===== src/rtl/edge_detect_filtered.sv =====
// Multi-channel edge detector: two-flop synchroniser, glitch filter, one-cycle
// edge pulse, sticky status and a combined interrupt request per instance.
module edge_detect_filtered #(
    parameter int Channels    = 1,
    parameter int EdgeType    = 0,
    parameter int FilterCount = 0
) (
    input  logic                clock,
    input  logic                reset,
    input  logic [Channels-1:0] d,
    input  logic                en,
    input  logic                clear,
    output logic [Channels-1:0] level,
    output logic [Channels-1:0] det,
    output logic [Channels-1:0] status,
    output logic                irq
);

    localparam int EdgeRising  = 0;
    localparam int EdgeFalling = 1;

    localparam int FiltLen = (FilterCount < 1) ? 1 : FilterCount;
    localparam int CntW    = ($clog2(FiltLen) < 1) ? 1 : $clog2(FiltLen);
    localparam logic [CntW-1:0] CntLast = CntW'(FiltLen - 1);

    if (EdgeType < 0 || EdgeType > 2) begin : gBadEdgeType
        $error("edge_detect_filtered: EdgeType must be 0, 1 or 2");
    end
    if (Channels < 1 || Channels > 8) begin : gBadChannels
        $error("edge_detect_filtered: Channels must be in 1..8");
    end
    if (FilterCount < 0 || FilterCount > 255) begin : gBadFilter
        $error("edge_detect_filtered: FilterCount must be in 0..255");
    end

    logic [Channels-1:0]           sync1_q;
    logic [Channels-1:0]           sync2_q;
    logic [Channels-1:0]           level_q;
    logic [Channels-1:0]           level_d;
    logic [Channels-1:0]           det_q;
    logic [Channels-1:0]           det_d;
    logic [Channels-1:0]           status_q;
    logic [Channels-1:0]           status_d;
    logic [Channels-1:0][CntW-1:0] cnt_q;
    logic [Channels-1:0][CntW-1:0] cnt_d;

    function automatic logic edgeSel(input logic oldLvl, input logic newLvl);
        case (EdgeType)
            EdgeRising:  return ~oldLvl & newLvl;
            EdgeFalling: return oldLvl & ~newLvl;
            default:     return oldLvl ^ newLvl;
        endcase
    endfunction

    // A level change is accepted only after FiltLen consecutive mismatching
    // samples; any return to the current level restarts the run.
    always_comb begin
        level_d = level_q;
        det_d   = '0;
        cnt_d   = cnt_q;
        for (int i = 0; i < Channels; i++) begin
            if (sync2_q[i] == level_q[i]) begin
                cnt_d[i] = '0;
            end else if (cnt_q[i] == CntLast) begin
                level_d[i] = sync2_q[i];
                cnt_d[i]   = '0;
                det_d[i]   = en & edgeSel(level_q[i], sync2_q[i]);
            end else begin
                cnt_d[i] = cnt_q[i] + CntW'(1);
            end
        end
    end

    // Set beats clear so an edge landing on the clear cycle is never lost.
    always_comb begin
        status_d = (status_q & ~{Channels{clear}}) | det_q;
    end

    always_ff @(posedge clock or posedge reset) begin
        if (reset) begin
            sync1_q  <= '0;
            sync2_q  <= '0;
            level_q  <= '0;
            det_q    <= '0;
            status_q <= '0;
            cnt_q    <= '0;
        end else begin
            sync1_q  <= d;
            sync2_q  <= sync1_q;
            level_q  <= level_d;
            det_q    <= det_d;
            status_q <= status_d;
            cnt_q    <= cnt_d;
        end
    end

    assign level  = level_q;
    assign det    = det_q;
    assign status = status_q;
    assign irq    = |status_q;

endmodule

===== config.mk =====
export PLATFORM = sky130hd
export DESIGN_NAME = edge_detect_filtered
export DESIGN_NICKNAME = d
export VERILOG_FILES = /design/src/rtl/edge_detect_filtered.sv
export SDC_FILE = /design/constraint.sdc
export NUM_CORES = 1
export LEC_CHECK = 0
export CAP_MARGIN = 10
export CORE_AREA = 2 2 39 41
export DETAILED_ROUTE_END_ITERATION = 10
export DIE_AREA = 0 0 41 43
export PLACE_DENSITY = 0.36
export SLEW_MARGIN = 20
export SYNTH_ARGS = -nofsm -noshare
export SYNTH_HDL_FRONTEND = slang
export SYNTH_SLANG_ARGS = --single-unit

===== constraint.sdc =====
create_clock -name clock -period 1.8 [get_ports clock]
set_input_delay 0.18 -clock clock [delete_from_list [all_inputs] [get_ports clock]]
set_output_delay 0.18 -clock clock [all_outputs]
set_load 0.05 [all_outputs]

Word level (Yosys, flattened, before mapping). Cells that the tools add are included.

Flip-flop bits (word level): 6. Input bits: 5.

Add/sub/neg operators: 1. Equal/unequal tests: 1. Mux-type cells: 6. Bitwise operators: 8. Reduce and logical (&&, ||, !) cells: 1.

Operator list (number): 2-to-1 mux 1 bit (6); inverter 1 bit (4); bitwise AND 1 bit (3); AND reduction 2 bit (1); adder 1 bit (second input constant) (1); equality test 1 bit (1); bitwise OR 1 bit (1).

Depth between registers and ports, before layout.
Depth after elaboration: 7. Depth in mapped cells: 4.

Worst setup path after synthesis. Ideal clock, no wire load.

Path type: reg2reg. Start: register level_q, in the netlist level. End: register level_q, in the netlist level. Setup time: 125 ps. Arrival time: 1322 ps. Setup slack: 353 ps. Stages on the path, launching flop included: 4. Buffers on the path: 0. Period minus slack after synthesis: 1447 ps. Cells stage by stage: dfrtp_1 > inv_1 > ha_1 > mux2_4.

Word-level cells in the longest chain between the ends: 3.

Ends and longest elaborated chain: start, declared (RTL line 38) `logic [Channels-1:0] level_q;`; start signal, assigned (RTL line 90) `level_q <= level_d;`; equality test 1 bit (RTL line 62) `if (sync2_q[i] == level_q[i]) begin`; inverter 1 bit (no source line); AND reduction 2 bit (no source line).

Every way passes these cells. A chain may end at the register's enable or synchronous reset.

Final worst setup path.
Start: register level_q, in the netlist level. End: output level.

RTL lines: end, declared (RTL line 13) `output logic [Channels-1:0] level,`.

No word-level cell between the ends.

==> out/metrics.csv <==
metric;value;unit
status;finished clean;
Tot GR Track Use;0.0534;
grt total ovfl;0;
Die Ht;43;microns
final slew viol count;0;
Vias;134;
DPL Wire Length;230;microns
Resized Gates After CTS;0;
CP cell instances;clkdlybuf4s50_1;
Crit-path slowest cell;clkdlybuf4s50_1;
Clock Skew;0.00523;ns
layout cell share with drive strength beyond 1;0.160;
Worst setup SP type;flip-flop;
post-synth top area cell;dfrtp_1;
DRC Markers;0;
Num Clock Sinks;5;
Max Cap Viol;0;
fin nets;32;
Synth Warn #;0;
Yosys cell types;8;
DR WL/cell;6.71;microns
crit path buf inv count;1;
R2R cell count;3;
initial antenna violation count;0;
vias in the first global route;139;
Max IR drop VDD;0.000488;V
row cnt;14;
max frequency;635;MHz
syn nets;20;
buffer depth of the longest clock path;2;
port buffer count;8;
Period Utilization, post-route;0.875;
Worst slew margin;0.668;
Root Driver;clkbuf_4;
DRT iter0 DRCs;0;
Ports;9;
CP max FO;3;
CP Depth;1;
largest cells by area after synthesis;dfrtp_1, mux2_4, ha_1;
Die X;41;microns
Die ar.;0.00176;sq mm
Critical path origin;level;
first-pass GRT wire length;538;microns
CTS hold repair buffers;0;
Syn Area/Cell;13.3;sq um
Min Clock Period, post-route;1.57;ns
Arrival @ worst endpoint;1.39;ns
FILL cells;148;
Post-Syn Instances;14;
Antenna Nets Post-Route;0;
reg-to-reg startpoint;level;
largest net degree at the start of global routing;6;
Power per Cell Area;1620;mW/mm^2
RD Place Congestion;0.544;
Detailed Route WL;275;microns
Slew @ Worst Pin;0.497;ns
worst path required time;1.62;ns
Post-CTS Repair Setup Buffers;0;
Worst R2R Setup Slack;0.65;ns
worst hold-check path type;in -> async;
ANT cells;0;
Area Overhead vs Synth;63.8;%
CTS buffer count;3;
TritonRoute pass-1 iters;1;
worst setup path category;reg -> out;
leakage;0.153;nW
register bit total from synthesis;5;
Top delay family on crit path;buffers and inverters;
Synth top area share;0.671;
RR Endpoint;level;
core box area;0.00138;sq mm
Hold WS;0.132;ns
Clock Latency Late Sink;0.24;ns
count of final setup violators;0;
Starting Density;0.135;
vias per cell;3.27;
sequential area share after synthesis;0.671;
CTS clk-pin slew, worst paths;0.04;ns
Setup TNS;0;ns
H-Tree Level Count;1;
crit path capture;level;
critical path capture point type;primary output;
Final Hold Viols;0;
CP peak stage delay;0.81;ns
CTS tree;yes;
unrepaired setup endpoints after global routing;false;
Cell Area, Synth;186;sq um
==> worst reg2reg max path: stages (launching register included) <==
cell and delay [ns]:
dfrtp_1 0.35, inv_1 0.05, ha_1 0.32, mux2_4 0.31
==> power by group <==
group / internal (mW) / leakage (nW) / total (mW) / switching [mW]
Combinational: 0.0870 / 0.0756 / 0.219 / 0.132
Sequential: 0.136 / 0.0622 / 0.150 / 0.0138
Clock: 0.0835 / 0.0150 / 0.125 / 0.0413
Total: 0.307 / 0.153 / 0.494 / 0.187
==> cells in the final DEF, fill, tap and decap left out <==
cell type | Yosys | final
ha_1 | 1 | 1
inv_1 | 3 | 3
dfrtp_1 | 5 | 5
a21o_1 | 1 | 1
clkbuf_4 | 0 | 3
nor2_1 | 1 | 1
mux2_4 | 1 | 1
nand2_1 | 1 | 1
clkdlybuf4s50_1 | 0 | 8
clkbuf_1 | 0 | 1
==> synth_stat cells (all sizes together) <==
cell / count
nand2: 1
dfrtp: 5
a21o: 1
mux2: 1
nor2: 1
ha: 1
inv: 3
buf: 1
==> sequential cells by signal (all words and copies together), names as in the netlist <==
name     flops
det          1
irq          1
level        1
sync1_q      1
sync2_q      1
==> kinds of logic (layout without fill, tap and decap cells) <==
family,Yosys count,in the layout,synth area share
flops,5,5,0.671
buf+inv,4,15,0.101
simple gates,2,2,0.0402
fa+ha+maj,1,1,0.0671
compound gates,1,1,0.0403
mux,1,1,0.0805
==> per-stage QoR <==
stage          std cells  worst slack (ns)   util  total power [mW]  area, sq um
2_1_floorplan         14             0.353      -             0.309          186
4_1_cts               41             0.208  0.221             0.505          305
6_report              41             0.226  0.221             0.494          305
3_3_place_gp          37             0.478  0.202             0.369          279
3_5_place_dp          37             0.465  0.202             0.373          279
5_1_grt               41             0.170  0.221             0.532          305
==> layout make-up <==
class	count	area [sq um]	share of cell area
multi-input cells	5	42.5	0.139
well taps	16	20.0	0.0656
clock buffers	4	26.3	0.0861
repair buffers	8	80.1	0.262
inverters	3	11.3	0.0369
flip-flops and latches	5	125	0.410
==> metal layers <==
layer | GRT usage | vias up | share of wire
met5 | 0 | - | 0
met4 | 0.0400 | 0 | 0
met3 | 0.0628 | 0 | 0.18
met2 | 0.0656 | 9 | 0.41
met1 | 0.0456 | 61 | 0.41
li1 | - | 64 | -
==> worst min path at each step <==
stage                        from      end  slack (ns)  cells after the start
after global routing        reset      det        0.14                      2
after CTS                   reset      det        0.13                      2
final                       reset      det        0.13                      2
after detailed placement  sync1_q  sync2_q        0.34                      0
after floorplan             reset      det       -0.04                      1
after global placement    sync1_q  sync2_q        0.34                      0
(Power assumes the default switching activity.)
